[config.mk]
export PLATFORM = sky130hd
export DESIGN_NAME = flag_bank
export DESIGN_NICKNAME = d
export VERILOG_FILES = /design/src/rtl/flag_bank_pkg.sv /design/src/rtl/flag_stack.sv /design/src/rtl/flag_bank.sv
export SDC_FILE = /design/constraint.sdc
export NUM_CORES = 1
export LEC_CHECK = 0
export ABC_CLOCK_PERIOD_IN_PS = 1750
export CELL_PAD_IN_SITES_DETAIL_PLACEMENT = 0
export CELL_PAD_IN_SITES_GLOBAL_PLACEMENT = 1
export CORE_MARGIN = 4
export CORE_UTILIZATION = 23
export DETAILED_ROUTE_END_ITERATION = 6
export PLACE_DENSITY_LB_ADDON = 0.25
export SLEW_MARGIN = 20
export SYNTH_ARGS = -nofsm -noshare
export SYNTH_HDL_FRONTEND = slang
export SYNTH_SLANG_ARGS = --single-unit
[constraint.sdc]
create_clock -name clk -period 1.75 [get_ports clk]
set_clock_uncertainty 0.1 [all_clocks]
set_input_delay 0.525 -clock clk [delete_from_list [all_inputs] [get_ports clk]]
set_output_delay 0.525 -clock clk [all_outputs]
set_load 0.1 [all_outputs]
[src/rtl/flag_bank_pkg.sv]
// Shared definitions for the flag bank: op_code encodings and the per-flag op helper.
package flag_bank_pkg;

    localparam logic [2:0] FB_NOP = 3'b000;
    localparam logic [2:0] FB_CLR = 3'b001;
    localparam logic [2:0] FB_SET = 3'b010;
    localparam logic [2:0] FB_CMP = 3'b011;
    localparam logic [2:0] FB_LD  = 3'b100;

    // Result of applying one op to a single flag; 101-111 behave as NOP.
    function automatic logic fb_apply(input logic [2:0] code, input logic cur, input logic din);
        case (code)
            FB_NOP:  return cur;
            FB_CLR:  return 1'b0;
            FB_SET:  return 1'b1;
            FB_CMP:  return ~cur;
            FB_LD:   return din;
            default: return cur;
        endcase
    endfunction

endpackage

[src/rtl/flag_stack.sv]
// LIFO of flag vectors used to save/restore the flag bank.
// push and pop are expected to be pre-qualified by the owner; replace overwrites the top
// entry in place without moving the count.
module flag_stack
    import flag_bank_pkg::*;
#(
    parameter int unsigned WIDTH = 4,
    parameter int unsigned DEPTH = 2,
    localparam int unsigned CNTW = $clog2(DEPTH + 1),
    localparam int unsigned IDXW = (DEPTH > 1) ? $clog2(DEPTH) : 1
) (
    input  logic             clk,
    input  logic             RST,
    input  logic             push,
    input  logic             pop,
    input  logic             replace,
    input  logic [WIDTH-1:0] din,
    output logic [WIDTH-1:0] top,
    output logic [CNTW-1:0]  cnt,
    output logic             full,
    output logic             empty
);

    logic [WIDTH-1:0] mem_q [DEPTH];
    logic [CNTW-1:0]  cnt_q;
    logic [IDXW-1:0]  top_idx;
    logic [IDXW-1:0]  wr_idx;

    // Top entry sits at cnt-1; a push writes the slot just above it.
    always_comb begin
        top_idx = IDXW'(cnt_q - 1'b1);
        wr_idx  = replace ? top_idx : IDXW'(cnt_q);
    end

    // Occupancy counter; replace leaves it alone.
    always_ff @(posedge clk) begin
        if (RST) begin
            cnt_q <= '0;
        end else if (push && !full) begin
            cnt_q <= cnt_q + 1'b1;
        end else if (pop && !empty) begin
            cnt_q <= cnt_q - 1'b1;
        end
    end

    // Entry storage; contents are don't-care after reset so no reset term.
    always_ff @(posedge clk) begin
        if (!RST && ((push && !full) || (replace && !empty))) begin
            mem_q[wr_idx] <= din;
        end
    end

    assign top   = mem_q[top_idx];
    assign cnt   = cnt_q;
    assign full  = (cnt_q == CNTW'(DEPTH));
    assign empty = (cnt_q == '0);

endmodule

[src/rtl/flag_bank.sv]
// Bank of single-bit status flags with per-flag ops, direct set/clear vectors and an
// optional save/restore stack.
// Build option: define FLAG_BANK_STACK_EN to include the flag stack; without it push/pop
// are ignored and the stack status outputs are tied to "empty".
module flag_bank
    import flag_bank_pkg::*;
#(
    parameter int unsigned       NFLAGS  = 4,
    parameter int unsigned       DEPTH   = 2,
    parameter logic [NFLAGS-1:0] RST_VAL = '0,
    localparam int unsigned SELW = (NFLAGS > 1) ? $clog2(NFLAGS) : 1,
    localparam int unsigned CNTW = $clog2(DEPTH + 1)
) (
    input  logic              clk,
    input  logic              RST,
    input  logic              op_valid,
    input  logic [SELW-1:0]   op_sel,
    input  logic [2:0]        op_code,
    input  logic              op_din,
    input  logic [NFLAGS-1:0] set_vec,
    input  logic [NFLAGS-1:0] clr_vec,
    input  logic              push,
    input  logic              pop,
    output logic [NFLAGS-1:0] flags,
    output logic [NFLAGS-1:0] changed,
    output logic [CNTW-1:0]   stk_cnt,
    output logic              stk_full,
    output logic              stk_empty,
    output logic              err
);

    // Initialiser gives the reset value at time zero in simulation.
    logic [NFLAGS-1:0] flags_q = RST_VAL;
    logic [NFLAGS-1:0] changed_q;
    logic              err_q;
    logic [NFLAGS-1:0] flags_d;
    logic [NFLAGS-1:0] stk_top;
    logic              sel_bad;
    logic              pop_ok;
    logic              stk_err;

    assign sel_bad = op_valid && (32'(op_sel) >= NFLAGS);

`ifdef FLAG_BANK_STACK_EN
    logic stk_push;
    logic stk_pop;
    logic stk_replace;

    // Resolve push/pop: push+pop on a non-empty stack swaps the top entry; on an empty
    // stack it degrades to a plain push.
    always_comb begin
        pop_ok      = pop && !stk_empty;
        stk_replace = push && pop_ok;
        stk_push    = push && !pop_ok && !stk_full;
        stk_pop     = pop_ok && !push;
        stk_err     = (push && !pop_ok && stk_full) || (pop && !push && stk_empty);
    end

    flag_stack #(
        .WIDTH (NFLAGS),
        .DEPTH (DEPTH)
    ) u_stack (
        .clk     (clk),
        .RST     (RST),
        .push    (stk_push),
        .pop     (stk_pop),
        .replace (stk_replace),
        .din     (flags_q),
        .top     (stk_top),
        .cnt     (stk_cnt),
        .full    (stk_full),
        .empty   (stk_empty)
    );
`else
    logic unused_stack;

    assign unused_stack = ^{push, pop};
    assign pop_ok       = 1'b0;
    assign stk_err      = 1'b0;
    assign stk_top      = '0;
    assign stk_cnt      = '0;
    assign stk_full     = 1'b0;
    assign stk_empty    = 1'b1;
`endif

    // Next flags, lowest priority first: op, stack restore, set_vec, clr_vec.
    always_comb begin
        flags_d = flags_q;
        for (int i = 0; i < NFLAGS; i++) begin
            if (op_valid && !sel_bad && (32'(op_sel) == i)) begin
                flags_d[i] = fb_apply(op_code, flags_q[i], op_din);
            end
        end
        if (pop_ok) begin
            flags_d = stk_top;
        end
        flags_d = (flags_d | set_vec) & ~clr_vec;
    end

    // Flag state plus registered change and error pulses; reset beats everything.
    always_ff @(posedge clk) begin
        if (RST) begin
            flags_q   <= RST_VAL;
            changed_q <= '0;
            err_q     <= 1'b0;
        end else begin
            flags_q   <= flags_d;
            changed_q <= flags_d ^ flags_q;
            err_q     <= sel_bad || stk_err;
        end
    end

    assign flags   = flags_q;
    assign changed = changed_q;
    assign err     = err_q;

endmodule
==> impl_metrics.csv, run 1 <==
group,metric,value,unit
drt,drtIter0Drc,3,
finish,final_core_util,48.1,%
drt,ant_nets,0,
die,die_area,3390,µm²
synthesis,synth_edf_count,0,
drt,wirelength,1600,µm
synthesis,synthCells,68,
synthesis,synth_seq_cells,8,
sta,period_needed,1.68,ns
synthesis,ys_async_sr_fraction,0,%
finish,layout.cells.most_common_list,"buf_4, clkdlybuf4s50_1, buf_12",
sta,hold_violations,0,
finish,drive_gt1_share,46.3,%
sta,rsz0062_at_grt,"no",
outcome,status,"completed",
drt,first_pass_iters,4,
finish,antenna_cells,0,
clock_tree,cts_sinks,8,
min_path,hp-class,"register to register",
synthesis,synth_ff_type,"dfxtp_1",
die,die_w,58.2,µm
synthesis,synth_cell_type_count,21,
power_and_ir_drop,powerDensity,595,nW/µm²
die,row_count,17,
place,io_buffer_count,24,
global_routing,grt_max_degree,9,
global_routing,grt_first_pass_wirelength,2570,µm
finish,layout_commonest_cell,"buf_4",
sta,finalCritPeriodShare,96.0,%
global_routing,grt_overflow_total,0,
sta,slew_violations,0,
clock_tree,clock-root-buffer,"clkbuf_4",
place,place_inst,131,
drt,drc_errors,0,
critical_path,cpLargestDelayFamily,"simple AND/OR/NAND/NOR gates",
critical_path,path_cells,"buf_6 > or3b_4 > nor3_4 > or4b_4 > a31oi_1",
critical_path,worstPathMaxFanout,2,
drt,num_vias,664,
critical_path,cp-end-kind,"register",
clock_tree,postCtsHoldBufs,0,
die,die_y,58.2,µm
finish,fin_nets,129,
drt,wire_per_inst,11.8,µm
critical_path,slowest_stage,"or4b_4",
finish,syn_to_final_growth,90.3,%
clock_tree,clk_pin_slew_worst_paths,0.06,ns
place,dp_slack,-0.622,ns
clock_tree,cts_tree,"yes",
power_and_ir_drop,ir_drop,271,µV
critical_path,critPathKind,"input pin to register",
synthesis,syn_avg_cell_area,8.54,µm²
critical_path,start_kind,"input pin",
global_routing,antenna_found_initial,0,
die,ios,32,
power_and_ir_drop,p_leak,0.415,nW
synthesis,synth_warnings,0,
critical_path,max_stage_delay,0.46,ns
synthesis,seq_area_frac_synth,27.6,%
clock_tree,clockBufferDepth,2,
finish,instances_no_fill,136,
clock_tree,cts_made_buffers,3,
sta,finalSetupViolCount,0,
critical_path,arrival,1.76,ns
sta,fmax,595,MHz
drt,viasPerCell,4.88,
run,drv_cap,0,
die,initial_utilization,25.3,%
synthesis,syn_area,581,µm²
clock_tree,htree_num_levels,1,
die,core,2300,µm²
critical_path,crit_buf_inv,1,
clock_tree,clock_latency,0.25,ns
global_routing,grt_usage,10.0,%
global_routing,grt_pass1_vias,602,
place,gp_congestion,0.695,
sta,final.setup.worst_slack,0.0695,ns
critical_path,required,1.83,ns
place,hpwl,1250,µm
worst reg2reg max path: stages, from the launching register on:
cell and delay, ns:
dfxtp_2 0.36, nand2_1 0.10, a21oi_2 0.06, or4b_4 0.47
a31oi_1 0.16
final timing paths:
path / from / end / depth (start not counted) / slack, ns
min reg2reg: flags[0] / changed[0] / 2 / 0.49
min: flags[0] / changed[0] / 2 / 0.49
max reg2reg: flags[0] / changed[0] / 4 / 0.42
max: op_sel[1] / changed[0] / 5 / 0.07
cell usage after synthesis, types with 3 or more instances:
library cell  instances  area [µm²]
o311a_1               3        30.0
nor2_1                4        15.0
nor3_2                4        40.0
nand3b_1              6        45.0
a21oi_1               8        40.0
buf_4                 5        37.5
dfxtp_1               8         160
nand2_1               4        15.0
nand4b_1              4        35.0
a31oi_1               4        25.0
nor3b_1               4        30.0
or4b_1                4        40.0
report_power, final:
part	leakage, nW	switching [mW]	internal (mW)
clock network	0.0138	0.0694	0.0790
logic	0.334	0.181	0.118
registers	0.0674	0.0152	0.194
total	0.415	0.266	0.391
logic make-up after synthesis:
| group | Yosys count | synth area share, % |
|---|---|---|
| buffers and inverters | 6 | 7.11 |
| AOI/OAI and AO/OA | 17 | 19.6 |
| and+or+nand+nor | 35 | 44.4 |
| DFF | 8 | 27.6 |
| other | 2 | 1.29 |
through the flow:
stage                     hold WS [ns]  TNS (ns)  cell area, µm²  power, mW
after detailed placement         0.474     -4.46            1020      0.500
after global routing             0.507         0            1100      0.691
after CTS                        0.491         0            1090      0.657
final                            0.486         0            1100      0.657
after global placement           0.471     -4.26            1020      0.499
after floorplan                  0.579   -0.0833             597      0.381
state kept, by name, indices dropped and copies added, names as in the netlist:
name,cells
flags,4
changed,4
layer usage:
metal | global-route usage, % | routed length (µm) | vias to the layer above
li1 | - | - | 337
met1 | 11.7 | 673 | 304
met2 | 15.2 | 776 | 21
met3 | 2.90 | 120 | 2
met4 | 7.95 | 32 | 0
met5 | 0 | 0 | -
final cells by class:
cell class,instances,area [µm²]
Clock buffer,3,22.5
Fill cell,225,1190
Multi-Input combinational cell,57,454
Sequential cell,8,165
Tap cell,28,35.0
Timing Repair Buffer,40,428
timing repair:
| item | CTS | global route |
|---|---|---|
| cloned | 0 | 0 |
| buffers inserted | 2 | 0 |
| endpoints found under the setup margin | 8 | 4 |
| resized for setup | 30 | 12 |
| hold endpoints to repair | 0 | 0 |
| pin swaps | 9 | 5 |
Power figures use the tool's default switching activity.
==> run 2, diff against run 1 <==
CTS_CLUSTER_DIAMETER = 60   (was not set)
GPL_TIMING_DRIVEN = 0   (was not set)
==> impl_metrics.csv, run 2 (same netlist as run 1, synthesis figures left out) <==
group,metric,value,unit
drt,first_pass_iters,3,
global_routing,grt_pass1_vias,535,
clock_tree,clock_latency,0.25,ns
die,core,2300,µm²
clock_tree,clk_pin_slew_worst_paths,0.05,ns
critical_path,worstPathMaxFanout,1,
clock_tree,clock-root-buffer,"clkbuf_4",
clock_tree,cts_setup_buffers,0,
clock_tree,htree_num_levels,1,
power_and_ir_drop,internal-power,345,µW
global_routing,grt_first_pass_wirelength,2240,µm
drt,wirelength,1460,µm
finish,syn_to_final_growth,53.2,%
global_routing,grt_usage,8.77,%
clock_tree,cts_tree,"yes",
global_routing,grt_max_degree,9,
finish,fin_nets,118,
min_path,min_to,"changed[0]",
power_and_ir_drop,powerDensity,667,nW/µm²
sta,worstMarginPinSlew,0.653,ns
die,ios,32,
power_and_ir_drop,clkPwrFrac,24.1,%
sta,finalCritPeriodShare,98.0,%
critical_path,path_cells,"clkdlybuf4s15_2",
clock_tree,clockBufferDepth,2,
power_and_ir_drop,p_leak,0.327,nW
critical_path,reg2reg_depth,4,
die,die_area,3390,µm²
die,die_w,58.2,µm
finish,drive_gt1_share,38.1,%
critical_path,timing.reg2reg.setup_slack,0.44,ns
place,gp_congestion,0.676,
critical_path,required,1.12,ns
outcome,status,"completed",
sta,period_needed,1.72,ns
finish,seq_area,165,µm²
power_and_ir_drop,ir_drop,249,µV
critical_path,max_stage_delay,0.54,ns
sta,maxSlewHeadroom,56.2,%
sta,slew_violations,0,
global_routing,antenna_found_initial,0,
finish,nFillCells,251,
drt,ant_nets,0,
critical_path,cpLargestDelayFamily,"buffers and inverters",
drt,wire_per_inst,11.6,µm
critical_path,critPathKind,"register to output pin",
finish,final_core_util,38.7,%
sta,hold_violations,0,
drt,drc_errors,0,
sta,finalSetupViolCount,0,
finish,multiInputGateArea,437,µm²
min_path,hp-class,"register to register",
power_and_ir_drop,power.switching,249,µW
sta,whs,0.464,ns
run,drv_cap,0,
clock_tree,cts_made_buffers,3,
critical_path,start_kind,"register",
place,dp_slack,-0.679,ns
die,initial_utilization,25.3,%
die,row_count,17,
drt,viasPerCell,4.92,
clock_tree,postCtsHoldBufs,0,
critical_path,r2r_start,"flags[0]",
global_routing,grt_overflow_total,0,
min_path,hp-start,"flags[0]",
die,die_y,58.2,µm
sta,fmax,583,MHz
place,io_buffer_count,23,
critical_path,slowest_stage,"clkdlybuf4s15_2",
power_and_ir_drop,power_frac_seq,34.1,%
min_path,whs_path_depth,2,
drt,drtIter0Drc,12,
drt,num_vias,615,
critical_path,arrival,1.09,ns
power_and_ir_drop,p_sw_share,41.9,%
critical_path,cp-end-kind,"output pin",
clock_tree,cts_sinks,8,
finish,antenna_cells,0,
sta,final.setup.worst_slack,0.0342,ns
critical_path,r2r_end,"changed[0]",
critical_path,crit_buf_inv,1,
power_and_ir_drop,power.share.combinational,41.7,%
sta,rsz0062_at_grt,"yes",
finish,layout.cells.most_common_list,"buf_2, clkdlybuf4s50_1, a21oi_1",
==> run 2: cell count changes in the layout (fill, tap and decap cells not counted), sizes merged <==
cell | previous run | this run
buf | 28 | 17
clkdlybuf4s18 | 0 | 1
clkdlybuf4s50 | 9 | 8
==> run 2: what timing repair did <==
item / CTS / global route
hold endpoints to repair: 0 / 0
pin swaps: 6 / 5
setup endpoints to repair: 16 / 10
resized for setup: 67 / 10
==> run 2: metrics by stage <==
| step | TNS (ns) | power, mW | instance area [µm²] | std cells |
|---|---|---|---|---|
| finish | 0 | 0.594 | 890 | 125 |
| global route | -0.0213 | 0.621 | 890 | 125 |
| CTS | 0 | 0.603 | 901 | 125 |
| detailed placement | -7.57 | 0.454 | 862 | 122 |
| global placement | -7.65 | 0.453 | 862 | 122 |
| floorplan | -0.0833 | 0.381 | 597 | 71 |
==> run 2: worst register-to-register path, cell delays in order, from the launching register on <==
cell     delay [ns]
dfxtp_2        0.34
nand2_1        0.09
a21oi_2        0.07
or4b_1         0.52
a31oi_1        0.13
==> run 2: how the worst max path moves through the flow <==
stage          startpoint    endpoint  depth (start not counted)
3_5_place_dp   op_code[0]  changed[3]                          5
3_3_place_gp   op_code[0]  changed[3]                          5
6_report       changed[1]  changed[1]                          1
5_1_grt         op_sel[0]  changed[0]                          5
2_1_floorplan   op_sel[1]  changed[0]                          4
4_1_cts         op_sel[1]  changed[0]                          5
==> run 2: layer usage <==
layer,wire (µm),GRT usage (%)
met4,23,6.95
met3,107,2.67
met1,673,10.2
met2,650,13.2
met5,0,0
==> run 2: final cells by class <==
type / instances / share of cell area, %
multi-input combinational: 57 / 49.1
timing repair buffer: 23 / 21.2
sequential: 8 / 18.6
buffer: 6 / 4.64
tap: 28 / 3.94
clock buffer: 3 / 2.53
==> run 2: power groups by stage <==
stage,registers [mW],clock network (mW),logic [mW]
final,0.203,0.143,0.248
after global routing,0.204,0.158,0.259
after CTS,0.203,0.152,0.248
after detailed placement,0.207,0,0.247
after global placement,0.207,0,0.247
after floorplan,0.281,0,0.0998
==> run 3, diff against run 2 <==
ABC_AREA = 1   (was not set)
CORE_UTILIZATION = 22   (was 23)
==> impl_metrics.csv, run 3 <==
group,metric,value,unit
critical_path,r2r_start,"flags[2]",
clock_tree,cts_sinks,8,
die,die_y,60.4,µm
synthesis,synthCells,102,
critical_path,crit_path_start,"changed[1]",
finish,layout.cells.most_common_list,"nand2_1, nand3_1, inv_1",
sta,finalCritPeriodShare,97.5,%
sta,finalSetupViolCount,0,
finish,final_core_util,35.4,%
critical_path,cpLargestDelayFamily,"buffers and inverters",
min_path,hp-class,"register to register",
clock_tree,clk_pin_slew_worst_paths,0.05,ns
sta,slew_violations,0,
clock_tree,cts_setup_buffers,0,
global_routing,grt_overflow_total,0,
synthesis,syn_area,604,µm²
sta,fmax,586,MHz
synthesis,synth_compound_area_share,4.14,%
sta,hold_violations,0,
place,place_area,898,µm²
finish,drive_gt1_share,25.8,%
drt,drtIter0Drc,7,
outcome,status,"completed",
finish,instances_no_fill,162,
synthesis,syn_avg_cell_area,5.92,µm²
critical_path,timing.reg2reg.setup_slack,0.63,ns
die,die_area,3650,µm²
clock_tree,cts_tree,"yes",
critical_path,start_kind,"register",
synthesis,synth-simple-area-share,50.7,%
critical_path,crit_buf_inv,1,
clock_tree,postCtsHoldBufs,0,
place,io_buffer_count,24,
synthesis,synthAdderAreaFrac,0,%
power_and_ir_drop,p_leak,0.471,nW
drt,wirelength,1450,µm
global_routing,grt_pass1_vias,625,
synthesis,synth_mux_area_share,0,%
synthesis,synth_seq_cells,8,
critical_path,cp-end-kind,"output pin",
synthesis,yosys.area.top_type,"dfxtp_1",
synthesis,yosysMostFrequentCell,"nand2_1",
sta,fin_tns_setup,0,ns
synthesis,yosysTopAreaCellShare,26.5,%
sta,rsz0062_at_grt,"no",
global_routing,grt_max_degree,7,
synthesis,synth_area_leaders,"dfxtp_1, nand2_1, nand3_1",
place,hpwl,1250,µm
min_path,hp-start,"flags[0]",
critical_path,path_cells,"clkdlybuf4s18_2",
synthesis,synth_ff_type,"dfxtp_1",
critical_path,max_stage_delay,0.53,ns
global_routing,antenna_found_initial,0,
place,gp_congestion,0.787,
drt,first_pass_iters,4,
clock_tree,clock_latency,0.25,ns
power_and_ir_drop,powerDensity,675,nW/µm²
finish,fin_nets,153,
drt,ant_nets,0,
critical_path,required,1.12,ns
finish,final_area,901,µm²
die,row_count,18,
critical_path,worstPathMaxFanout,1,
finish,antenna_cells,0,
sta,period_needed,1.71,ns
global_routing,grt_usage,8.28,%
synthesis,synth_cell_type_count,14,
finish,layout_commonest_cell,"nand2_1",
drt,wire_per_inst,8.96,µm
die,ios,32,
synthesis,synth_edf_count,0,
synthesis,synth_xor_area_share,0,%
critical_path,r2r_end,"changed[2]",
min_path,min_to,"changed[0]",
critical_path,slowest_stage,"clkdlybuf4s18_2",
drt,viasPerCell,4.22,
clock_tree,htree_num_levels,1,
die,core,2540,µm²
run,drv_cap,0,
synthesis,ys_async_sr_fraction,0,%
place,place_inst,159,
synthesis,seq_area_frac_synth,26.5,%
finish,syn_to_final_growth,49.1,%
synthesis,synth_warnings,0,
synthesis,synth_top_family_by_area,"simple AND/OR/NAND/NOR gates",
min_path,whs_path_depth,2,
critical_path,arrival,1.08,ns
clock_tree,clock-root-buffer,"clkbuf_4",
clock_tree,clockBufferDepth,2,
die,die_w,60.4,µm
critical_path,reg2reg_depth,7,
die,initial_utilization,23.7,%
drt,num_vias,684,
clock_tree,cts_made_buffers,3,
critical_path,critPathKind,"register to output pin",
drt,drc_errors,0,
power_and_ir_drop,ir_drop,482,µV
synthesis,yosys-top-cells-count,"nand2_1, nand3_1, inv_1",
global_routing,grt_first_pass_wirelength,2310,µm
## run 3: layout make-up
| cell class | count | area (µm²) |
|---|---|---|
| multi-input combinational | 74 | 362 |
| timing repair buffer | 24 | 209 |
| inverter | 18 | 67.6 |
| sequential | 8 | 165 |
| tap | 30 | 37.5 |
| fill | 296 | 1640 |
| clock buffer | 3 | 22.5 |
| buffer | 5 | 37.5 |
## run 3: how the worst max path moves through the flow
stage	cells after the start	slack, ns	endpoint
final	1	0.04	changed[1]
after global routing	1	0.002	changed[1]
after CTS	1	0.0009	changed[2]
after detailed placement	1	-0.36	flags[1]
after global placement	1	-0.36	flags[2]
after floorplan	0	0.22	changed[0]
## run 3: metrics by stage
step / total power, mW / setup slack [ns] / hold slack (ns)
global placement: 0.482 / -0.359 / 0.412
finish: 0.608 / 0.0444 / 0.416
global route: 0.640 / 0.00174 / 0.442
detailed placement: 0.483 / -0.358 / 0.411
CTS: 0.615 / 0.000865 / 0.421
floorplan: 0.407 / 0.216 / 0.489
## run 3: cell families after synthesis
kind of cell,count (synthesis)
compound gates,5
simple gates,64
other cells,2
buf+inv,23
flops,8
## run 3: timing repair
item | CTS | global route
setup endpoints to repair | 12 | 6
resized for setup | 35 | 11
endpoints found under the hold margin | 0 | 0
## run 3: per-layer routing
layer,vias up,wire length (µm),global-route usage [%]
met5,-,0,0
met4,0,0,0.929
met3,0,93,3.19
met2,16,759,15.3
met1,299,599,9.30
li1,369,-,-
## run 3: power breakdown
group / internal, mW / total [mW] / switching (mW)
clock network: 0.0783 / 0.138 / 0.0598
registers: 0.195 / 0.202 / 0.00701
logic: 0.0749 / 0.269 / 0.194
